$ cat src/rtl/memshare_l1pa_sched.sv
// memshare_l1pa_sched
//   Session scheduler in front of the RFMU / L1PA register file. It accepts one
//   request-flag set per session and serves the pending flags lowest index
//   first, one round per flag. Each round drives the pending vector to the
//   RFMU and waits out the feedback latency. It then forwards the fed-back
//   shift to the L1PA as a one-cycle strobe. A session ends on the
//   last-pattern indication (isGtr), on an emptied vector, or on the round
//   watchdog.
// Ports
//   sys_clk, rst        clock, asynchronous active-high reset
//   rqst_valid_i/flag_i new request set; accepted only while rqst_ready_o=1
//   rfmu_rqst_o         pending flags to the RFMU (0 outside a round)
//   rfmu_shift_i/isGtr_i RFMU feedback, sampled once per round
//   l1pa_shift_o/_valid_o registered shift command + one-cycle qualifier
//   busy_o, done_o, err_o session in progress / normal end / watchdog abort
module memshare_l1pa_sched #(
  parameter int RQST_BITWIDTH       = 5,
  parameter int L1PA_SHIFT_BITWIDTH = $clog2(RQST_BITWIDTH),
  parameter int FB_LATENCY          = 2,
  parameter int MAX_ROUNDS          = RQST_BITWIDTH
) (
  input  logic                           sys_clk,
  input  logic                           rst,
  input  logic                           rqst_valid_i,
  input  logic [RQST_BITWIDTH-1:0]       rqst_flag_i,
  output logic                           rqst_ready_o,
  output logic [RQST_BITWIDTH-1:0]       rfmu_rqst_o,
  input  logic [L1PA_SHIFT_BITWIDTH-1:0] rfmu_shift_i,
  input  logic                           rfmu_isGtr_i,
  output logic [L1PA_SHIFT_BITWIDTH-1:0] l1pa_shift_o,
  output logic                           l1pa_shift_valid_o,
  output logic                           busy_o,
  output logic                           done_o,
  output logic                           err_o
);

  localparam int WCNT_W  = $clog2(FB_LATENCY + 1);
  localparam int ROUND_W = $clog2(MAX_ROUNDS + 1);

  typedef enum logic [1:0] {S_IDLE, S_WAIT, S_DONE, S_ERR} state_t;

  state_t                           state_q, state_d;
  logic [RQST_BITWIDTH-1:0]         pending_q, pending_d;
  logic [WCNT_W-1:0]                wcnt_q, wcnt_d;
  logic [ROUND_W-1:0]               round_q, round_d;
  logic [L1PA_SHIFT_BITWIDTH-1:0]   shift_q, shift_d;
  logic                             svld_q, svld_d;
  logic                             done_q, done_d;
  logic                             err_q, err_d;

  logic [RQST_BITWIDTH-1:0]         pending_clr;
  logic [ROUND_W-1:0]               round_inc;
  logic                             sample;

  // x & (x-1) drops the lowest set bit: the flag just served.
  assign pending_clr = pending_q & (pending_q - RQST_BITWIDTH'(1));
  assign round_inc   = round_q + ROUND_W'(1);
  // Last cycle of the feedback wait; only here is the RFMU feedback valid.
  assign sample      = (wcnt_q == WCNT_W'(FB_LATENCY - 1));

  always_comb begin
    state_d   = state_q;
    pending_d = pending_q;
    wcnt_d    = wcnt_q;
    round_d   = round_q;
    shift_d   = shift_q;
    svld_d    = 1'b0;
    done_d    = 1'b0;
    err_d     = 1'b0;
    case (state_q)
      S_IDLE: begin
        if (rqst_valid_i) begin
          pending_d = rqst_flag_i;
          round_d   = '0;
          wcnt_d    = '0;
          // An empty set finishes without touching the RFMU.
          state_d   = (rqst_flag_i == '0) ? S_DONE : S_WAIT;
        end
      end
      S_WAIT: begin
        if (sample) begin
          shift_d   = rfmu_shift_i;
          svld_d    = 1'b1;
          pending_d = pending_clr;
          round_d   = round_inc;
          wcnt_d    = '0;
          // Normal completion wins over the watchdog on the final round.
          if (rfmu_isGtr_i || (pending_clr == '0)) state_d = S_DONE;
          else if (round_inc == ROUND_W'(MAX_ROUNDS)) state_d = S_ERR;
        end else begin
          wcnt_d = wcnt_q + WCNT_W'(1);
        end
      end
      S_DONE: begin
        done_d    = 1'b1;
        pending_d = '0;
        state_d   = S_IDLE;
      end
      S_ERR: begin
        err_d     = 1'b1;
        pending_d = '0;
        state_d   = S_IDLE;
      end
      default: state_d = S_IDLE;
    endcase
  end

  always_ff @(posedge sys_clk or posedge rst) begin
    if (rst) begin
      state_q   <= S_IDLE;
      pending_q <= '0;
      wcnt_q    <= '0;
      round_q   <= '0;
      shift_q   <= '0;
      svld_q    <= 1'b0;
      done_q    <= 1'b0;
      err_q     <= 1'b0;
    end else begin
      state_q   <= state_d;
      pending_q <= pending_d;
      wcnt_q    <= wcnt_d;
      round_q   <= round_d;
      shift_q   <= shift_d;
      svld_q    <= svld_d;
      done_q    <= done_d;
      err_q     <= err_d;
    end
  end

  assign rqst_ready_o       = (state_q == S_IDLE);
  assign busy_o             = (state_q != S_IDLE);
  assign rfmu_rqst_o        = (state_q == S_WAIT) ? pending_q : '0;
  assign l1pa_shift_o       = shift_q;
  assign l1pa_shift_valid_o = svld_q;
  assign done_o             = done_q;
  assign err_o              = err_q;

endmodule

$ cat config.mk
export PLATFORM = sky130hd
export DESIGN_NAME = memshare_l1pa_sched
export DESIGN_NICKNAME = d
export VERILOG_FILES = /design/src/rtl/memshare_l1pa_sched.sv
export SDC_FILE = /design/constraint.sdc
export NUM_CORES = 1
export LEC_CHECK = 0
export CAP_MARGIN = 20
export CORE_MARGIN = 2
export CORE_UTILIZATION = 46
export CTS_BUF_LIST = sky130_fd_sc_hd__clkbuf_16
export CTS_CLUSTER_DIAMETER = 50
export CTS_CLUSTER_SIZE = 40
export DETAILED_ROUTE_END_ITERATION = 16
export GPL_TIMING_DRIVEN = 1
export PLACE_DENSITY = 0.8
export SYNTH_ARGS = -nofsm -noshare
export SYNTH_HDL_FRONTEND = slang
export SYNTH_SLANG_ARGS = --single-unit
$ cat constraint.sdc
create_clock -name sys_clk -period 1.4 [get_ports sys_clk]
set_input_delay 0.21 -clock sys_clk [delete_from_list [all_inputs] [get_ports sys_clk]]
set_output_delay 0.21 -clock sys_clk [all_outputs]
set_load 0.02 [all_outputs]
-- Word level (Yosys, flattened, before mapping)
Cells that the tools add are included.
- add/subtract/negate cells: 3
- eq/ne operators: 8
- muxes and demuxes: 20
- reductions and logical operators: 12
- bitwise gates (word level): 1
- operators by type and width (operator ; number):
    $mux W5 ; 3
    $pmux W5 S3 ; 1
    $mux W2 ; 7
    $logic_not A5 Y1 ; 2
    $mux W3 ; 2
    $pmux W2 S3 ; 1
    $pmux W3 S2 ; 1
    $reduce_and A2 Y1 ; 3
    $reduce_and A3 Y1 ; 2
    $and A5 B5 Y5 ; 1
    $sub A5 B1 Y5 const B ; 1
    $eq A2 B1 Y1 const B ; 2
    $eq A2 B2 Y1 const B ; 2
    $mux W1 ; 4
    $ne A2 B2 Y1 const B ; 2
    $pmux W2 S2 ; 1
    $reduce_bool A2 Y1 ; 2
    $add A3 B1 Y3 const B ; 1
    $eq A3 B3 Y1 const B ; 1
    $ne A3 B3 Y1 const B ; 1
    $add A2 B1 Y2 const B ; 1
    $logic_not A2 Y1 ; 1
    $reduce_or A2 Y1 ; 1
    $logic_or A1 B1 Y1 ; 1
- output and inout bits: 13
- register bits after elaboration: 18

-- Logic depth before layout (Yosys ltp)
- depth in word-level cells: 7
- mapped depth: 5
- mapped depth without buffers: 4

-- Worst setup path before layout
OpenSTA, ideal clock, no wires.
- kind: register to register
- start point: register state_q[0]
- end point: register state_q[0]
- cell stages (with the launch flop): 5
- data arrival time: 1498 ps
- required time: 1279 ps
- path slack: -219 ps
- library setup time: 121 ps
- clock period less this slack: 1619 ps
- path through: dfrtp_1 -> buf_6 -> nor2_1 -> inv_1 -> o22a_1
- cells in the longest elaborated chain, start to end: 3
- elaborated cells between the ends (all ways): 10
- RTL lines (element ; line ; source):
    start: declaration ; 42 ; state_t state_q, state_d;
    start signal: assignment ; 119 ; state_q <= state_d;
    $logic_not A2 Y1 * ; - ;
    named net rqst_ready_o ; 26 ; output logic rqst_ready_o,
    $ne A2 B2 Y1 (no source line) ; - ;
    $reduce_and A3 Y1 (no source line) ; - ;
Mark *: on every way through the listed nets, which the timed path passes. The rest lies on a longest branch.
A chain may end at the register's enable or synchronous reset.

-- Worst setup path in the final report
- start point: register state_q[0]
- end point: output port rfmu_rqst_o[3]
- cells in the longest elaborated chain, start to end: 2
- RTL lines (element ; line ; source):
    $eq A2 B1 Y1 ; 132 ; assign rfmu_rqst_o = (state_q == S_WAIT) ? pending_q : '0;
    $mux W5 ; 132 ;
    end: declaration ; 27 ; output logic [RQST_BITWIDTH-1:0] rfmu_rqst_o,
No other way between the ends.

==> impl_metrics.xml <==
<?xml version="1.0" encoding="UTF-8"?>
<metrics>
  <group name="sta">
    <metric name="final_hold_viol_count" unit="">0</metric>
    <metric name="fin_worst_skew" unit="ns">0.000573</metric>
    <metric name="period_needed" unit="ns">1.44</metric>
    <metric name="timing.final.crit_share" unit="%">103</metric>
    <metric name="max_clock_freq" unit="MHz">696</metric>
    <metric name="tightestPinTransition" unit="ns">0.356</metric>
    <metric name="finalMaxSlewViolations" unit="">0</metric>
    <metric name="grt_setup_unrepaired" unit="">true</metric>
    <metric name="finalWorstSetupSlack" unit="ns">-0.0377</metric>
    <metric name="max-slew-margin-rel" unit="%">76.0</metric>
    <metric name="number_of_failing_setup_endpoints_in_the_final_timing_report" unit="">6</metric>
  </group>
  <group name="logic_synthesis">
    <metric name="ffs_w_async_s_r_synth" unit="%">100</metric>
    <metric name="yosysWarnings" unit="">0</metric>
    <metric name="postSynthCellCount" unit="">88</metric>
    <metric name="synth_fp_nets" unit="">102</metric>
    <metric name="synth_top_flop_cell" unit="">dfrtp_1</metric>
    <metric name="yosys.cell_types.count" unit="">33</metric>
    <metric name="ys_ff_latch" unit="">18</metric>
    <metric name="average_size_of_a_mapped_cell" unit="um2">10.6</metric>
    <metric name="synth_seq_area_share" unit="%">48.2</metric>
    <metric name="synth-edff-count" unit="">0</metric>
    <metric name="mappedNetlistArea" unit="um2">935</metric>
  </group>
  <group name="global_routing">
    <metric name="grt_start_max_net_pins" unit="">19</metric>
    <metric name="grt.total_usage" unit="%">23.6</metric>
    <metric name="grt-ovfl-total" unit="">0</metric>
    <metric name="grt_first_pass_wirelength" unit="um">4230</metric>
    <metric name="grt_antenna_before_repair" unit="">0</metric>
    <metric name="via_count_of_the_first_global_routing_pass" unit="">885</metric>
  </group>
  <group name="placement">
    <metric name="hpwlAfterDp" unit="um">1660</metric>
    <metric name="preCtsSetupSlack" unit="ns">-0.250</metric>
    <metric name="gp_congestion" unit="">0.773</metric>
    <metric name="port_buffers" unit="">24</metric>
  </group>
  <group name="routing">
    <metric name="vias" unit="">874</metric>
    <metric name="route.detailed.wl_per_inst" unit="um">17.6</metric>
    <metric name="violation_count_after_the_first_detailed_route_iteration" unit="">15</metric>
    <metric name="drt_wl_total" unit="um">2830</metric>
    <metric name="first_pass_iters" unit="">4</metric>
    <metric name="route.detailed.vias_per_inst" unit="">5.43</metric>
    <metric name="drc" unit="">0</metric>
    <metric name="final_antenna_net_count" unit="">0</metric>
  </group>
  <group name="power_and_ir_drop">
    <metric name="internal_power" unit="uW">2200</metric>
    <metric name="total_power_divided_by_cell_area" unit="nW/um2">2310</metric>
    <metric name="switchingPower" unit="uW">1440</metric>
    <metric name="seqPwrFrac" unit="%">25.6</metric>
    <metric name="irDropWorstVdd" unit="mV">1.62</metric>
    <metric name="netSwitchingFraction" unit="%">39.6</metric>
    <metric name="pwr-share-clk" unit="%">16.3</metric>
    <metric name="leakage" unit="uW">0.000756</metric>
    <metric name="combPwrFrac" unit="%">58.1</metric>
  </group>
  <group name="floorplan">
    <metric name="placeableCoreArea" unit="um2">1940</metric>
    <metric name="initial_core_utilization" unit="%">48.1</metric>
    <metric name="die_area" unit="um2">2410</metric>
    <metric name="rows" unit="">16</metric>
    <metric name="design.portCount" unit="">25</metric>
    <metric name="floorplan.die.height" unit="um">49.1</metric>
    <metric name="dieWidth" unit="um">49.1</metric>
  </group>
  <group name="critical_path">
    <metric name="critical_path_capture_point_type" unit="">output port</metric>
    <metric name="critical_path_arrival" unit="ns">1.23</metric>
    <metric name="crit-reg2reg-launch" unit="">state_q[0]$_DFFE_PP0P_</metric>
    <metric name="setup.reg_to_reg.worst_slack" unit="ns">-0.01</metric>
    <metric name="worst-endpoint-required" unit="ns">1.19</metric>
    <metric name="worst-path-max-fanout" unit="">6</metric>
    <metric name="worst-r2r-cell-count" unit="">6</metric>
    <metric name="r2r-end" unit="">round_q[2]$_DFFE_PP0P_</metric>
    <metric name="timing_worst_setup_path_type" unit="">reg -&gt; out</metric>
    <metric name="critical_path.startpoint_type" unit="">flop</metric>
  </group>
  <group name="clocking">
    <metric name="worst_skew_pair.late_latency" unit="ns">0.25</metric>
    <metric name="hold_buffers" unit="">0</metric>
    <metric name="cts.sink_count" unit="">18</metric>
    <metric name="clock_slew_at_reported_path_ffs" unit="ns">0.05</metric>
    <metric name="cts_max_path_buffers" unit="">2</metric>
    <metric name="clock_tree.htree_level_count" unit="">1</metric>
    <metric name="cts_made_buffers" unit="">3</metric>
    <metric name="cts_root_buf" unit="">clkbuf_16</metric>
    <metric name="cts_tree" unit="">built</metric>
  </group>
  <group name="final_layout">
    <metric name="mostFrequentLayoutCells" unit="">17 x dfrtp_1, 17 x buf_4, 10 x clkdlybuf4s50_1</metric>
    <metric name="finish.net_count" unit="">149</metric>
    <metric name="layout_cell_share_with_drive_strength_beyond_1" unit="%">46.3</metric>
    <metric name="num_antenna_cells" unit="">0</metric>
    <metric name="finalCoreUtilization" unit="%">81.1</metric>
    <metric name="syn2layout_area_growth" unit="%">68.5</metric>
    <metric name="final.fill_count" unit="">119</metric>
  </group>
  <group name="hold_path">
    <metric name="min_delay_worst_endpoint" unit="">pending_q[0]$_DFFE_PP0P_</metric>
    <metric name="timing.hold.worst.class" unit="">in -&gt; reg</metric>
    <metric name="timing.hold.worst_path_depth" unit="">3</metric>
    <metric name="worstHoldStart" unit="">rqst_flag_i[0]</metric>
  </group>
  <group name="outcome">
    <metric name="run_status" unit="">finished, violations left</metric>
    <metric name="failed_checks" unit="">setup timing</metric>
  </group>
  <group name="job">
    <metric name="cap_viol_max_count" unit="">0</metric>
  </group>
</metrics>
-- sequential cells by signal, summed over array words and instances, names as in the netlist --
| signal | flops |
|---|---|
| l1pa_shift_valid_o | 1 |
| round_q | 3 |
| pending_q | 5 |
| state_q | 2 |
| wcnt_q | 2 |
| done_o | 1 |
| err_o | 1 |
| l1pa_shift_o | 3 |
-- through the flow --
stage / cells / setup TNS, ns / hold slack [ns] / area (um2) / power (uW)
6_report: 161 / -0.166 / 0.253 / 1580 / 3640
5_1_grt: 161 / -0.634 / 0.276 / 1580 / 3830
4_1_cts: 161 / -0.275 / 0.290 / 1480 / 3300
3_5_place_dp: 152 / -2.73 / 0.488 / 1300 / 2500
3_3_place_gp: 152 / -2.17 / 0.470 / 1300 / 2420
2_1_floorplan: 88 / 0 / 0.149 / 937 / 1790
-- synthesized netlist by cell type (2+ instances only) --
library cell	instances	area, um2
mux2_1	3	33.8
nor3_1	3	15.0
nor2b_1	4	25.0
o21ai_0	6	30.0
and2_1	6	37.5
o21ai_1	4	20.0
nor3_2	2	20.0
buf_6	2	22.5
dfrtp_1	18	450
nand2_1	10	37.5
nor2_1	2	7.51
inv_1	5	18.8
a32o_1	2	20.0
ha_1	2	25.0
-- worst max path at each step --
stage	startpoint	endpoint	slack, ns	depth (start not counted)
finish	state_q[0]$_DFFE_PP0P_	rfmu_rqst_o[3]	-0.04	4
global route	state_q[0]$_DFFE_PP0P_	round_q[2]$_DFFE_PP0P_	-0.08	6
CTS	state_q[1]$_DFFE_PP0P_	l1pa_shift_o[2]$_DFFE_PP0P_	-0.04	4
detailed placement	rqst_flag_i[4]	state_q[0]$_DFFE_PP0P_	-0.25	5
global placement	rqst_flag_i[4]	state_q[0]$_DFFE_PP0P_	-0.23	5
floorplan	state_q[0]$_DFFE_PP0P_	state_q[0]$_DFFE_PP0P_	0.009	4
-- power by group through the flow --
stage               clock (uW)  sequential [uW]  combinational (uW)
CTS                        582              896                1830
floorplan                    0              970                 818
detailed placement           0              877                1620
finish                     594              931                2120
global route               622              956                2250
global placement             0              856                1570
-- routing by layer --
layer,wire length (um),vias up,GRT usage (%)
met5,0,-,0
met2,1580,34,39.2
met4,49,0,12.4
li1,-,402,-
met3,107,5,3.68
met1,1090,433,29.6
-- worst max-delay path, stage by stage, from the launching register on --
cell     delay (ns)
dfrtp_1        0.40
nor2b_1        0.14
buf_4          0.15
and2_4         0.16
buf_6          0.12
-- cells by family after synthesis --
group	count (synthesis)	share of synthesized area, %
and+or+nand+nor	35	23.4
AOI/OAI and AO/OA	20	15.0
DFF	18	48.2
buffers and inverters	8	4.95
muxes	3	3.61
adders and majority gates	3	3.88
xor gates and xnor gates	1	0.937
-- repair_timing --
action	4_1_cts	5_1_grt
endpoints found under the setup margin	19	16
pin swaps	2	7
setup buffers	4	0
gates cloned	1	0
gates resized for setup	58	22
-- area by class of cell --
class                   instances  area, um2  area share, %
well taps                      27       33.8           2.14
inverters                       5       18.8           1.19
clock inverters                 1       3.75          0.238
clock buffers                   3       75.1           4.77
repair buffers                 45        415           26.4
multi-input cells              62        577           36.6
flip-flops and latches         18        452           28.7
(Power assumes the default switching activity.)
